[src/rtl/divu_seq_if.sv]
// Request/result bundle for the sequential unsigned divider.
// The requester drives start and the operands. The divider returns the result and status.
// Clock and reset are not part of the bundle and stay plain ports on the divider.
interface divu_seq_if;
  logic        start;
  logic [31:0] dividend;
  logic [31:0] divisor;
  logic [31:0] q;
  logic [31:0] r;
  logic        busy;
  logic        done;
  logic        div_zero;

  modport master (
    output start, dividend, divisor,
    input  q, r, busy, done, div_zero
  );

  modport slave (
    input  start, dividend, divisor,
    output q, r, busy, done, div_zero
  );
endinterface

[src/rtl/divu_seq.sv]
// Sequential 32-bit unsigned restoring divider; quotient in q (LO), remainder in r (HI).
// Latency: 32 cycles from accepting start to the result; a zero divisor completes on the accepting edge.
// Backpressure: start is ignored while busy is high; a start during the done cycle is accepted back-to-back.
module divu_seq (
  input  logic      clk,
  input  logic      rst_n,
  divu_seq_if.slave bus
);

  typedef enum logic [1:0] {IDLE, RUN, DONE} state_t;

  state_t      state_q, state_d;
  logic [4:0]  cnt_q, cnt_d;
  logic [31:0] pr_q, pr_d;     // partial remainder, always < divisor so 32 bits suffice
  logic [31:0] wq_q, wq_d;     // dividend shifting out, quotient bits shifting in
  logic [31:0] dvs_q, dvs_d;   // latched divisor
  logic [31:0] q_q, q_d;
  logic [31:0] r_q, r_d;
  logic        dz_q, dz_d;

  logic [32:0] pr_sh;
  logic [32:0] trial;
  logic [31:0] pr_step;
  logic [31:0] wq_step;
  logic        accept;

  // Start is honoured in IDLE and DONE, never while a division is running
  assign accept = bus.start && (state_q != RUN);

  // One restoring step: shift in the next dividend bit, trial-subtract, keep or restore
  always_comb begin
    pr_sh = {pr_q, wq_q[31]};
    trial = pr_sh - {1'b0, dvs_q};
    if (!trial[32]) begin
      pr_step = trial[31:0];
      wq_step = {wq_q[30:0], 1'b1};
    end else begin
      pr_step = pr_sh[31:0];
      wq_step = {wq_q[30:0], 1'b0};
    end
  end

  // Next-state and datapath updates for the IDLE/RUN/DONE controller
  always_comb begin
    state_d = state_q;
    cnt_d   = cnt_q;
    pr_d    = pr_q;
    wq_d    = wq_q;
    dvs_d   = dvs_q;
    q_d     = q_q;
    r_d     = r_q;
    dz_d    = dz_q;
    case (state_q)
      IDLE, DONE: begin
        if (accept) begin
          if (bus.divisor == 32'd0) begin
            // Zero divisor: skip RUN, publish the saturated result on the accepting edge
            state_d = DONE;
            q_d     = 32'hFFFF_FFFF;
            r_d     = bus.dividend;
            dz_d    = 1'b1;
          end else begin
            state_d = RUN;
            dvs_d   = bus.divisor;
            pr_d    = 32'd0;
            wq_d    = bus.dividend;
            cnt_d   = 5'd0;
          end
        end else begin
          state_d = IDLE;
        end
      end
      RUN: begin
        pr_d  = pr_step;
        wq_d  = wq_step;
        cnt_d = cnt_q + 5'd1;
        if (cnt_q == 5'd31) begin
          q_d     = wq_step;
          r_d     = pr_step;
          dz_d    = 1'b0;
          state_d = DONE;
        end
      end
      default: state_d = IDLE;
    endcase
  end

  // Controller state register
  always_ff @(posedge clk or negedge rst_n) begin
    if (!rst_n) begin
      state_q <= IDLE;
    end else begin
      state_q <= state_d;
    end
  end

  // Working and result registers; reset also aborts any division in flight
  always_ff @(posedge clk or negedge rst_n) begin
    if (!rst_n) begin
      cnt_q <= 5'd0;
      pr_q  <= 32'd0;
      wq_q  <= 32'd0;
      dvs_q <= 32'd0;
      q_q   <= 32'd0;
      r_q   <= 32'd0;
      dz_q  <= 1'b0;
    end else begin
      cnt_q <= cnt_d;
      pr_q  <= pr_d;
      wq_q  <= wq_d;
      dvs_q <= dvs_d;
      q_q   <= q_d;
      r_q   <= r_d;
      dz_q  <= dz_d;
    end
  end

  assign bus.q        = q_q;
  assign bus.r        = r_q;
  assign bus.div_zero = dz_q;
  assign bus.busy     = (state_q == RUN);
  assign bus.done     = (state_q == DONE);

endmodule
[src/flat_wrapper.sv]
// flat-port wrapper written by rule: the top's interface ports become plain ports
module divu_seq_flat 
  (clk, rst_n, bus_start, bus_dividend, bus_divisor, bus_q, bus_r, bus_busy, bus_done, bus_div_zero);
  divu_seq_if bus_i ();
  input  logic clk;
  input  logic rst_n;
  input wire logic [$bits(bus_i.start)-1:0] bus_start;
  input wire logic [$bits(bus_i.dividend)-1:0] bus_dividend;
  input wire logic [$bits(bus_i.divisor)-1:0] bus_divisor;
  output wire logic [$bits(bus_i.q)-1:0] bus_q;
  output wire logic [$bits(bus_i.r)-1:0] bus_r;
  output wire logic [$bits(bus_i.busy)-1:0] bus_busy;
  output wire logic [$bits(bus_i.done)-1:0] bus_done;
  output wire logic [$bits(bus_i.div_zero)-1:0] bus_div_zero;
  assign bus_i.start = bus_start;
  assign bus_i.dividend = bus_dividend;
  assign bus_i.divisor = bus_divisor;
  assign bus_q = bus_i.q;
  assign bus_r = bus_i.r;
  assign bus_busy = bus_i.busy;
  assign bus_done = bus_i.done;
  assign bus_div_zero = bus_i.div_zero;
  divu_seq u_core (.clk(clk), .rst_n(rst_n), .bus(bus_i));
endmodule
[config.mk]
export PLATFORM = sky130hd
export DESIGN_NAME = divu_seq_flat
export DESIGN_NICKNAME = d
export VERILOG_FILES = /design/src/rtl/divu_seq_if.sv /design/src/rtl/divu_seq.sv /design/src/flat_wrapper.sv
export SDC_FILE = /design/constraint.sdc
export NUM_CORES = 1
export LEC_CHECK = 0
export BUFFER_PORTS_ARGS = -buffer_cell sky130_fd_sc_hd__buf_2
export CAP_MARGIN = 0
export CORE_MARGIN = 2
export CORE_UTILIZATION = 57
export CTS_BUF_LIST = sky130_fd_sc_hd__clkbuf_2 sky130_fd_sc_hd__clkbuf_4 sky130_fd_sc_hd__clkbuf_8
export DETAILED_ROUTE_END_ITERATION = 6
export GPL_TIMING_DRIVEN = 1
export MAX_ROUTING_LAYER = met4
export PLACE_DENSITY = 0.83
export RECOVER_POWER = 25
export SETUP_SLACK_MARGIN = 0.5
export SLEW_MARGIN = 20
export SYNTH_ARGS = -nofsm -noshare
export SYNTH_HDL_FRONTEND = slang
export SYNTH_SLANG_ARGS = --single-unit
[constraint.sdc]
create_clock -name clk -period 5.88 [get_ports clk]
set_input_delay 0.882 -clock clk [delete_from_list [all_inputs] [get_ports clk]]
set_output_delay 0.882 -clock clk [all_outputs]
set_load 0.1 [all_outputs]
# == Yosys cells after proc, flatten, opt, wreduce, memory -nomap -nowiden ==
# Index checks and enable logic that the tools add are counted.
# word_totals
mem_bits_ro,0
register_bits,168
latch_bits,0
n_memories,0
ram_bits,0
output_inout_bits,67
in_bits,67
# op_classes
div_mod_pow,0
mul,0
n_bitwise,1
mux,27
n_reduce_logical,8
add_sub_neg,2
n_shift,0
n_eq_ne,8
n_lt_le_gt_ge,0
# op_table
op,count
2-to-1 mux 32 bit,11
one-hot mux 32 bit (2 select lines),4
subtractor 33 x 32 -> 33 bit,1
zero test 32 bit,1
2-to-1 mux 5 bit,2
one-hot mux 5 bit (2 select lines),1
!= test 2 x 1 -> 1 bit (second input constant),4
2-to-1 mux 2 bit,3
AND reduction 3 bit,2
adder 5 x 1 -> 5 bit (second input constant),1
== test 5 bit (second input constant),1
2-to-1 mux 1 bit,4
one-hot mux 2 bit (2 select lines),1
AND reduction 4 bit,1
== test 2 x 1 -> 1 bit (second input constant),1
== test 2 bit (second input constant),1
zero test 2 bit,1
!= test 2 bit (second input constant),1
one-hot mux 1 bit (2 select lines),1
nonzero test 2 bit,1
OR reduction 2 bit,1
logical AND 1 bit,1
inverter 1 bit,1

# == Depth between registers and ports, before layout ==
# Gate-level depths: netlist of the first run.
# depth
word_depth,4
mapped_depth,14

# == Worst setup path before layout of the first run ==
# No wires, ideal clock.
# synth_timing
path_type,register -> output
start,reg u_core.state_q[1]
end,out bus_busy
path_stages_with_launch,5
t_arrival_ps,1925
setup_slack_ps,3073
n_path_buf,2
cell_sequence,dfrtp_1 -> nand2b_1 -> inv_2 -> clkbuf_1 -> clkbuf_1
# synth_between
elab_chain_cells,1
# synth_lines
item,line_no,rtl
"start, declared",divu_seq.sv:12,"state_t state_q, state_d;"
"start signal, assigned",divu_seq.sv:93,state_q <= state_d;
== test 2 x 1 -> 1 bit,divu_seq.sv:121,assign bus.busy = (state_q == RUN);
"end, declared",flat_wrapper.sv:12,output wire logic [$bits(bus_i.busy)-1:0] bus_busy;
# Every way passes these cells.

==> results of run 1 <==
-- sequential cells by signal (all words and copies together), names as in the netlist --
name and count:
u_core.bus.div_zero 1, u_core.bus.q 32, u_core.bus.r 32, u_core.cnt_q 5
u_core.dvs_q 32, u_core.pr_q 32, u_core.state_q 2, u_core.wq_q 32
-- cell usage after synthesis, types with 4 or more instances --
cell | n | area [sq um]
xor2_1 | 13 | 114
o22a_1 | 31 | 272
nor4_1 | 10 | 62.6
and3_1 | 15 | 93.8
inv_1 | 41 | 154
a21oi_1 | 84 | 420
dfrtp_1 | 168 | 4200
nor2b_1 | 6 | 37.5
nor2_1 | 47 | 176
ha_1 | 34 | 425
o21bai_1 | 6 | 45.0
a31oi_1 | 4 | 25.0
o21ai_0 | 95 | 475
o21a_1 | 16 | 120
o31a_1 | 4 | 35.0
clkbuf_1 | 43 | 161
mux2_2 | 32 | 360
mux2i_1 | 51 | 510
nand3_1 | 25 | 125
o21ai_1 | 21 | 105
nand4_1 | 9 | 56.3
a21o_1 | 4 | 30.0
nand2b_1 | 4 | 25.0
nand2_1 | 90 | 338
xnor2_1 | 16 | 140
nor3_1 | 8 | 40.0
buf_2 | 7 | 35.0
-- routing by layer --
layer	track usage, %	part of all wire (%)	up-vias	routed length, um
met5	-	0	-	0
met1	37.4	43	3611	9680
li1	-	-	3532	-
met4	9.87	2.9	0	645
met2	45.7	49	262	11100
met3	5.12	5.1	45	1150
-- final cells by class --
cell class,count,area [sq um],share of cell area (%)
Timing Repair Buffer,143,737,7.28
Inverter,42,158,1.56
Clock inverter,8,63.8,0.630
Multi-Input combinational cell,661,4380,43.3
Sequential cell,168,4200,41.5
Clock buffer,24,318,3.14
Tap cell,211,264,2.61
-- metrics by stage --
step                      instances  util [%]  setup WS [ns]  instance area [sq um]  hold WS (ns)
after global routing           1257      66.1           1.34                  10100         0.508
after floorplan                 927         -           3.07                   8970         0.465
final                          1257      66.1           2.13                  10100         0.489
after global placement         1225      63.7           2.34                   9750         0.465
after detailed placement       1225      63.7           2.23                   9750         0.472
after CTS                      1257      66.2           2.20                  10100         0.369
-- cell families after synthesis --
| family | after synthesis | share of synthesized area [%] |
|---|---|---|
| multiplexers | 83 | 9.71 |
| XOR/XNOR | 29 | 2.83 |
| AND/OR/NAND/NOR | 222 | 11.2 |
| adder cells (fa/ha/maj) | 35 | 4.96 |
| flip-flops | 168 | 46.9 |
| buffers and inverters | 98 | 4.57 |
| AO/OA/AOI/OAI | 292 | 19.8 |
-- worst max path at each step --
stage / start / end / slack (ns) / depth (start not counted)
global placement: u_core.wq_q[31]$_DFFE_PN0P_ / u_core.bus.r[3]$_DFFE_PN0P_ / 2.34 / 14
floorplan: u_core.state_q[1]$_DFFE_PN0P_ / bus_busy / 3.07 / 4
finish: rst_n / u_core.bus.q[8]$_DFFE_PN0P_ / 2.13 / 2
global route: rst_n / u_core.bus.q[8]$_DFFE_PN0P_ / 1.34 / 2
CTS: u_core.wq_q[31]$_DFFE_PN0P_ / u_core.bus.r[3]$_DFFE_PN0P_ / 2.20 / 14
detailed placement: u_core.wq_q[31]$_DFFE_PN0P_ / u_core.bus.r[3]$_DFFE_PN0P_ / 2.23 / 14
==> results.py, run 1 <==
metrics = {
    "clock_network": {
        "insertion_delay_ns": 0.46,
        "cts_hold_buf": 0,
        "clock_sinks": 168,
        "clk_pin_slew_ns": 0.09,
        "cts_root_buffer": "clkbuf_8",
        "cts_setup_buffers": 0,
        "cts_resized": 0,
        "cts_tree": "yes",
        "cts.path.max_buffers": 2,
        "htree_levels": 4,
        "cts-buffers-inserted": 17,
    },
    "outcome": {
        "status": "finished with violations",
        "violations": "max-capacitance violations, max-slew violations",
    },
    "critical_path": {
        "path_delay_family": "buffers and inverters",
        "cp_num_buf_inv": 2,
        "worst_setup_path_start_kind": "input pin",
        "reg2reg_from": "u_core.wq_q[31]$_DFFE_PN0P_",
        "cp.arrival_ns": 4.13,
        "r2r_slack_ns": 2.16,
        "cp.required_ns": 6.26,
        "cp_cell_sequence": "clkbuf_1 -> clkbuf_2",
        "cp-end-kind": "asynchronous set/reset pin",
        "cp_max_fo": 54,
        "path_class": "input pin to asynchronous set/reset pin",
        "crit_slowest_cell": "clkbuf_1",
        "max_stage_delay_ns": 2.01,
        "rr_worst_depth": 13,
        "r2r_end": "u_core.bus.r[15]$_DFFE_PN0P_",
    },
    "hold_path": {
        "min-delay-start": "u_core.bus.q[14]$_DFFE_PN0P_",
        "min_delay_path_depth": 1,
        "hold_path_class": "flip-flop to flip-flop",
        "holdPathEnd": "u_core.bus.q[14]$_DFFE_PN0P_",
    },
    "timing": {
        "slew_viol_final": 55,
        "post-route-min-period_ns": 3.75,
        "rsz0062_at_grt": "false",
        "worst_pin_slew_ns": 2.91,
        "finalSetupViolations": 0,
        "clock_skew_ns": 0.0156,
        "slew_headroom_pct": -93.8,
        "fmax_mhz": 267,
        "fin_crit_sh_pct": 63.8,
        "hold_violations": 0,
        "fin_tns_setup_ns": 0,
    },
    "logic_synthesis": {
        "avgSynthCellArea_sq_um": 9.68,
        "yosysSeqAreaShare_pct": 46.9,
        "synthesis.area_sq_um": 8970,
        "netlist-cell-type-count": 56,
        "synth_cells": 927,
        "yosys_register_bits": 168,
        "async_reset_ff_share_pct": 100,
        "syn_nets": 1029,
        "yosysWarnings": 0,
        "ys.flop_type": "dfrtp_1",
        "synth_edf_count": 0,
    },
    "detailed_routing": {
        "wirelength_um": 22500,
        "via_per_inst": 5.93,
        "wire_per_inst_um": 17.9,
        "drc_errors": 0,
        "vias": 7450,
        "drt_iter0_drc": 711,
        "antenna_left": 0,
        "first_pass_iters": 5,
    },
    "finish": {
        "nNetsFinal": 1135,
        "antenna_cells": 0,
        "nFillCells": 1299,
        "drive_gt1_share_pct": 21.1,
        "mostFrequentLayoutCells": "dfrtp_1 (168), buf_2 (132), o21ai_0 (95)",
        "mostFrequentLayoutCell": "dfrtp_1",
        "area_growth_pct": 12.8,
    },
    "die": {
        "io_pins": 134,
        "rows": 45,
        "dieArea_sq_um": 16800,
        "fp.dieW_um": 129,
        "start_util_pct": 58.6,
        "die_h_um": 129,
        "core_area_sq_um": 15300,
    },
    "global_route": {
        "grt_pass1_wl_um": 36400,
        "grt_usage_pct": 28.7,
        "grt_overflow": 0,
        "grt_antenna_before_repair": 0,
        "grt_pass1_vias": 7196,
        "grt_max_degree": 95,
    },
    "placed_design": {
        "portBuffers": 133,
        "dpl.hpwl_um": 16200,
        "place.gp.congestion": 0.935,
    },
    "job": {
        "drv_cap": 1,
    },
}
Power of run 1 is left out: the tool's default activity adds up to more than one toggle a clock period on the data nets, which glitch-free logic cannot reach.
==> inputs of run 2 (changes only) <==
--- a/config.mk
+++ b/config.mk
@@ -8,12 +8,12 @@
 export BUFFER_PORTS_ARGS = -buffer_cell sky130_fd_sc_hd__buf_2
 export CAP_MARGIN = 0
 export CORE_MARGIN = 2
-export CORE_UTILIZATION = 57
+export CORE_UTILIZATION = 54
 export CTS_BUF_LIST = sky130_fd_sc_hd__clkbuf_2 sky130_fd_sc_hd__clkbuf_4 sky130_fd_sc_hd__clkbuf_8
 export DETAILED_ROUTE_END_ITERATION = 6
 export GPL_TIMING_DRIVEN = 1
 export MAX_ROUTING_LAYER = met4
-export PLACE_DENSITY = 0.83
+export PLACE_DENSITY = 0.82
 export RECOVER_POWER = 25
 export SETUP_SLACK_MARGIN = 0.5
 export SLEW_MARGIN = 20
==> constraint.sdc (replaced) <==
create_clock -name clk -period 3.1 [get_ports clk]
set_input_delay 0.465 -clock clk [delete_from_list [all_inputs] [get_ports clk]]
set_output_delay 0.465 -clock clk [all_outputs]
set_load 0.1 [all_outputs]
==> run 2 against run 1 <==
  * The flow still finishes with violations (max-capacitance violations, max-slew violations)
  * Worst hold slack got worse by 0.26 ns
  * Register-to-register slack got worse by 2.1 ns
  * Flip-flop and latch count did not move
  * Utilization rose by 3.8 points
  * Die area rose by 5.4%
  * Largest cell class unchanged
==> results.py, run 2 (synthesis gave the netlist of run 1 again) <==
metrics = {
    "die": {
        "rows": 47,
        "io_pins": 134,
        "core_area_sq_um": 16400,
        "start_util_pct": 54.7,
        "die_h_um": 133,
        "dieArea_sq_um": 17700,
        "fp.dieW_um": 133,
    },
    "placed_design": {
        "place.gp.congestion": 0.967,
        "dpl.hpwl_um": 17100,
        "portBuffers": 133,
    },
    "clock_network": {
        "cts_hold_buf": 0,
        "cts.path.max_buffers": 2,
        "clock_sinks": 168,
        "cts-buffers-inserted": 17,
        "clk_pin_slew_ns": 0.09,
        "cts_root_buffer": "clkbuf_8",
        "cts_tree": "yes",
        "htree_levels": 4,
        "insertion_delay_ns": 0.48,
    },
    "finish": {
        "mostFrequentLayoutCell": "dfrtp_1",
        "seqCellArea_sq_um": 4210,
        "multi_input_area_sq_um": 5040,
        "nFillCells": 1185,
        "drive_gt1_share_pct": 33.5,
        "area_growth_pct": 27.8,
        "mostFrequentLayoutCells": "dfrtp_1 (164), buf_2 (131), nand2_1 (84)",
        "nNetsFinal": 1184,
        "antenna_cells": 0,
    },
    "timing": {
        "fin_tns_setup_ns": 0,
        "slew_viol_final": 81,
        "post-route-min-period_ns": 3.00,
        "worst_pin_slew_ns": 2.06,
        "rsz0062_at_grt": "true",
        "fmax_mhz": 333,
        "slew_headroom_pct": -37.4,
        "hold_violations": 0,
        "clock_skew_ns": 0.0122,
        "finalSetupViolations": 0,
        "fin_crit_sh_pct": 96.7,
    },
    "global_route": {
        "grt_antenna_before_repair": 0,
        "grt_pass1_wl_um": 40300,
        "grt_pass1_vias": 7668,
        "grt_max_degree": 95,
        "grt_usage_pct": 29.9,
        "grt_overflow": 0,
    },
    "detailed_routing": {
        "via_per_inst": 6.13,
        "vias": 8057,
        "drc_errors": 0,
        "first_pass_iters": 5,
        "antenna_left": 0,
        "wire_per_inst_um": 20.3,
        "wirelength_um": 26700,
        "drt_iter0_drc": 650,
    },
    "critical_path": {
        "cp-end-kind": "flip-flop",
        "cp.required_ns": 3.50,
        "worst_setup_path_start_kind": "flip-flop",
        "path_class": "flip-flop to flip-flop",
        "cp_max_fo": 8,
        "cp.arrival_ns": 3.40,
    },
    "outcome": {
        "status": "finished with violations",
        "violations": "max-capacitance violations, max-slew violations",
    },
    "job": {
        "drv_cap": 1,
    },
    "hold_path": {
        "hold_path_class": "input pin to flip-flop",
    },
}
run 2: cell type report:
class / instances / area share (%)
clock inverters: 7 / 1.01
multi-input cells: 661 / 43.9
well taps: 220 / 2.40
inverters: 42 / 1.40
repair buffers: 192 / 11.9
clock buffers: 24 / 2.66
flip-flops and latches: 168 / 36.7
run 2: worst paths after layout:
| path | start | to | slack (ns) | cells after the start |
|---|---|---|---|---|
| setup / recovery | u_core.wq_q[31]$_DFFE_PN0P_ | u_core.bus.r[30]$_DFFE_PN0P_ | 0.10 | 16 |
| hold / removal | bus_divisor[16] | u_core.dvs_q[16]$_DFFE_PN0P_ | 0.23 | 2 |
| setup reg to reg | u_core.wq_q[31]$_DFFE_PN0P_ | u_core.bus.r[30]$_DFFE_PN0P_ | 0.10 | 16 |
| hold reg to reg | u_core.bus.q[13]$_DFFE_PN0P_ | u_core.bus.q[13]$_DFFE_PN0P_ | 0.49 | 1 |
| max in group asynchronous | rst_n | u_core.pr_q[14]$_DFFE_PN0P_ | 1.23 | 1 |
| min in group asynchronous | rst_n | u_core.dvs_q[16]$_DFFE_PN0P_ | 0.55 | 1 |
run 2: critical path, cell delays in order (launching register included):
cell and delay [ns]:
dfrtp_1 0.41, inv_2 0.07, ha_4 0.15, inv_4 0.04
fa_2 0.36, nand3_4 0.09, nand2_4 0.06, a21oi_4 0.19
o31ai_4 0.11, o211ai_1 0.36, o211ai_4 0.16, buf_12 0.18
buf_12 0.12, buf_16 0.14, nor3_1 0.20, a21oi_1 0.10
a21oi_1 0.17
run 2: per-layer routing:
metal	part of all wire, %	track usage [%]	vias up	routed length [um]
li1	-	-	3629	-
met1	39	37.3	3945	10400
met2	49	47.3	391	13200
met3	7.2	5.44	92	1920
met4	4.6	14.5	0	1230
met5	0	-	-	0
run 2: timing repair:
action,4_1_cts,5_1_grt
setup endpoints to repair,65,74
setup buffers,15,12
gates resized for setup,55,94
gates cloned,5,1
pin swaps,17,27
run 2: stage by stage:
stage	worst slack (ns)	util [%]	area, sq um	cells	hold WS [ns]
after floorplan	0.466	-	9040	927	0.169
after global placement	0.129	61.1	10000	1250	0.469
after detailed placement	0.0656	61.1	10000	1250	0.472
after global routing	0.0264	69.9	11500	1314	0.218
after CTS	0.215	66.6	10900	1301	0.0289
final	0.101	69.9	11500	1314	0.231
Power of run 2 is left out for the same reason.
==> inputs of run 3 (changes only) <==
--- a/config.mk
+++ b/config.mk
@@ -7,13 +7,11 @@
 export LEC_CHECK = 0
 export BUFFER_PORTS_ARGS = -buffer_cell sky130_fd_sc_hd__buf_2
 export CAP_MARGIN = 0
-export CORE_MARGIN = 2
-export CORE_UTILIZATION = 54
-export CTS_BUF_LIST = sky130_fd_sc_hd__clkbuf_2 sky130_fd_sc_hd__clkbuf_4 sky130_fd_sc_hd__clkbuf_8
+export CORE_UTILIZATION = 52
 export DETAILED_ROUTE_END_ITERATION = 6
 export GPL_TIMING_DRIVEN = 1
 export MAX_ROUTING_LAYER = met4
-export PLACE_DENSITY = 0.82
+export PLACE_DENSITY = 0.8
 export RECOVER_POWER = 25
 export SETUP_SLACK_MARGIN = 0.5
 export SLEW_MARGIN = 20
==> run 3 against run 2 <==
  * The run still ends with max-capacitance violations, max-slew violations left
  * Critical path depth fell by 2
  * Global-route usage up 0.30 points
  * Register-to-register slack better by 0.05 ns
  * Clock skew grew 0.0011 ns
  * Critical endpoint is now u_core.bus.r[20]$_DFFE_PN0P_
  * Worst setup slack gained 0.045 ns
  * Highest routed layer unchanged
==> results.py, run 3 (synthesis gave the netlist of run 1 again) <==
metrics = {
    "timing": {
        "setup_slack_ns": 0.146,
        "worst_pin_slew_ns": 1.84,
        "post-route-min-period_ns": 2.95,
        "fin_tns_setup_ns": 0,
        "hold_violations": 0,
        "finalSetupViolations": 0,
        "slew_viol_final": 74,
        "slew_headroom_pct": -22.9,
        "fin_crit_sh_pct": 95.3,
        "clock_skew_ns": 0.0133,
        "rsz0062_at_grt": "true",
        "fmax_mhz": 339,
    },
    "detailed_routing": {
        "drc_errors": 0,
        "drt_iter0_drc": 563,
        "wirelength_um": 25500,
        "wl_met2_um": 12600,
        "m1WireLength_um": 10600,
        "wire_per_inst_um": 19.3,
        "dr.max_layer_used": "met4",
        "antenna_left": 0,
        "via_per_inst": 6.02,
        "first_pass_iters": 6,
        "vias": 7930,
        "wl_met3_um": 1400,
    },
    "global_route": {
        "grt_max_degree": 95,
        "grt_pass1_vias": 7731,
        "grt_usage_pct": 30.2,
        "grt_overflow": 0,
        "grt_antenna_before_repair": 0,
        "grt_pass1_wl_um": 40200,
    },
    "critical_path": {
        "rr_worst_depth": 14,
        "r2r_slack_ns": 0.15,
        "cp.arrival_ns": 3.33,
        "worst_setup_path_start_kind": "flip-flop",
        "cp.required_ns": 3.47,
        "r2r_end": "u_core.bus.r[20]$_DFFE_PN0P_",
        "path_class": "flip-flop to flip-flop",
        "reg2reg_from": "u_core.wq_q[31]$_DFFE_PN0P_",
        "cp_max_fo": 8,
        "cp-end-kind": "flip-flop",
    },
    "placed_design": {
        "dpl.hpwl_um": 17000,
        "place_ws_ns": 0.129,
        "portBuffers": 133,
        "placed_cell_area_sq_um": 10000,
        "place.gp.congestion": 0.922,
        "dpl.cell_count": 1247,
    },
    "die": {
        "dieArea_sq_um": 17800,
        "die_h_um": 133,
        "start_util_pct": 53.7,
        "core_area_sq_um": 16700,
        "fp.dieW_um": 133,
        "io_pins": 134,
        "rows": 47,
    },
    "clock_network": {
        "cts-buffers-inserted": 17,
        "htree_levels": 4,
        "cts_tree": "yes",
        "cts.path.max_buffers": 2,
        "clk_pin_slew_ns": 0.07,
        "clock_sinks": 168,
        "cts_root_buffer": "clkbuf_16",
        "cts_hold_buf": 0,
        "insertion_delay_ns": 0.44,
    },
    "hold_path": {
        "min-delay-start": "bus_divisor[29]",
        "holdPathEnd": "u_core.dvs_q[29]$_DFFE_PN0P_",
        "hold_path_class": "input pin to flip-flop",
        "min_delay_path_depth": 2,
    },
    "finish": {
        "nFillCells": 1209,
        "mostFrequentLayoutCells": "dfrtp_1 (166), buf_2 (131), nand2_1 (85)",
        "design_area_sq_um": 11500,
        "drive_gt1_share_pct": 32.3,
        "mostFrequentLayoutCell": "dfrtp_1",
        "antenna_cells": 0,
        "nNetsFinal": 1187,
        "area_growth_pct": 28.6,
        "final_cells": 1318,
    },
    "job": {
        "drv_cap": 1,
    },
    "outcome": {
        "status": "finished with violations",
        "violations": "max-capacitance violations, max-slew violations",
    },
}
[run 3: cell count changes in the layout (fill, tap and decap cells not counted), moves of 4 or more]
cell and change:
a21oi_1 +4, ha_4 -8, clkbuf_8 -19, ha_2 +5
nor2_2 +4, clkbuf_16 +16, mux2i_4 +5, mux2i_1 -4
inv_6 +6, clkbuf_4 -4, buf_6 +5
[run 3: final cells by class]
type / count / area (sq um) / area share, %
Clock buffer: 19 / 443 / 3.84
Clock inverter: 13 / 153 / 1.32
Inverter: 42 / 158 / 1.37
Multi-Input combinational cell: 661 / 4940 / 42.8
Sequential cell: 168 / 4210 / 36.4
Tap cell: 220 / 275 / 2.39
Timing Repair Buffer: 195 / 1360 / 11.8
[run 3: worst max path at each step]
stage / from / end / slack (ns) / cells past startpoint
finish: u_core.wq_q[31]$_DFFE_PN0P_ / u_core.bus.r[20]$_DFFE_PN0P_ / 0.15 / 14
global route: u_core.wq_q[31]$_DFFE_PN0P_ / u_core.bus.r[20]$_DFFE_PN0P_ / 0.04 / 14
CTS: u_core.wq_q[31]$_DFFE_PN0P_ / u_core.bus.r[5]$_DFFE_PN0P_ / 0.20 / 15
detailed placement: u_core.wq_q[31]$_DFFE_PN0P_ / u_core.bus.r[1]$_DFFE_PN0P_ / 0.13 / 14
global placement: u_core.dvs_q[10]$_DFFE_PN0P_ / u_core.bus.r[1]$_DFFE_PN0P_ / 0.19 / 12
floorplan: u_core.pr_q[10]$_DFFE_PN0P_ / u_core.bus.r[2]$_DFFE_PN0P_ / 0.47 / 12
[run 3: through the flow]
stage	hold slack, ns	utilization, %
finish	0.277	69.1
global route	0.270	69.1
CTS	0.0623	67.5
detailed placement	0.472	59.9
global placement	0.467	59.9
floorplan	0.169	-
[run 3: timing repair]
| action | in CTS | in global routing |
|---|---|---|
| endpoints found under the setup margin | 64 | 66 |
| gates resized for setup | 81 | 54 |
| pin swaps | 19 | 27 |
| gates cloned | 3 | 0 |
| buffers inserted | 28 | 8 |
[run 3: worst max-delay path, stage by stage, from the launching register on]
cell	delay (ns)
dfrtp_1	0.38
inv_1	0.06
ha_2	0.18
inv_2	0.04
fa_2	0.37
nand3_4	0.10
nand2_4	0.07
a21oi_4	0.20
o31ai_4	0.09
o211ai_1	0.30
o211ai_4	0.18
buf_12	0.18
mux2i_4	0.19
o21ai_0	0.32
o21a_1	0.20
[run 3: routing by layer]
metal,up-vias,global-route usage [%]
met5,-,-
met4,0,13.4
met3,71,5.06
met2,323,48.6
met1,3898,37.6
li1,3638,-
Power of run 3 is left out for the same reason.
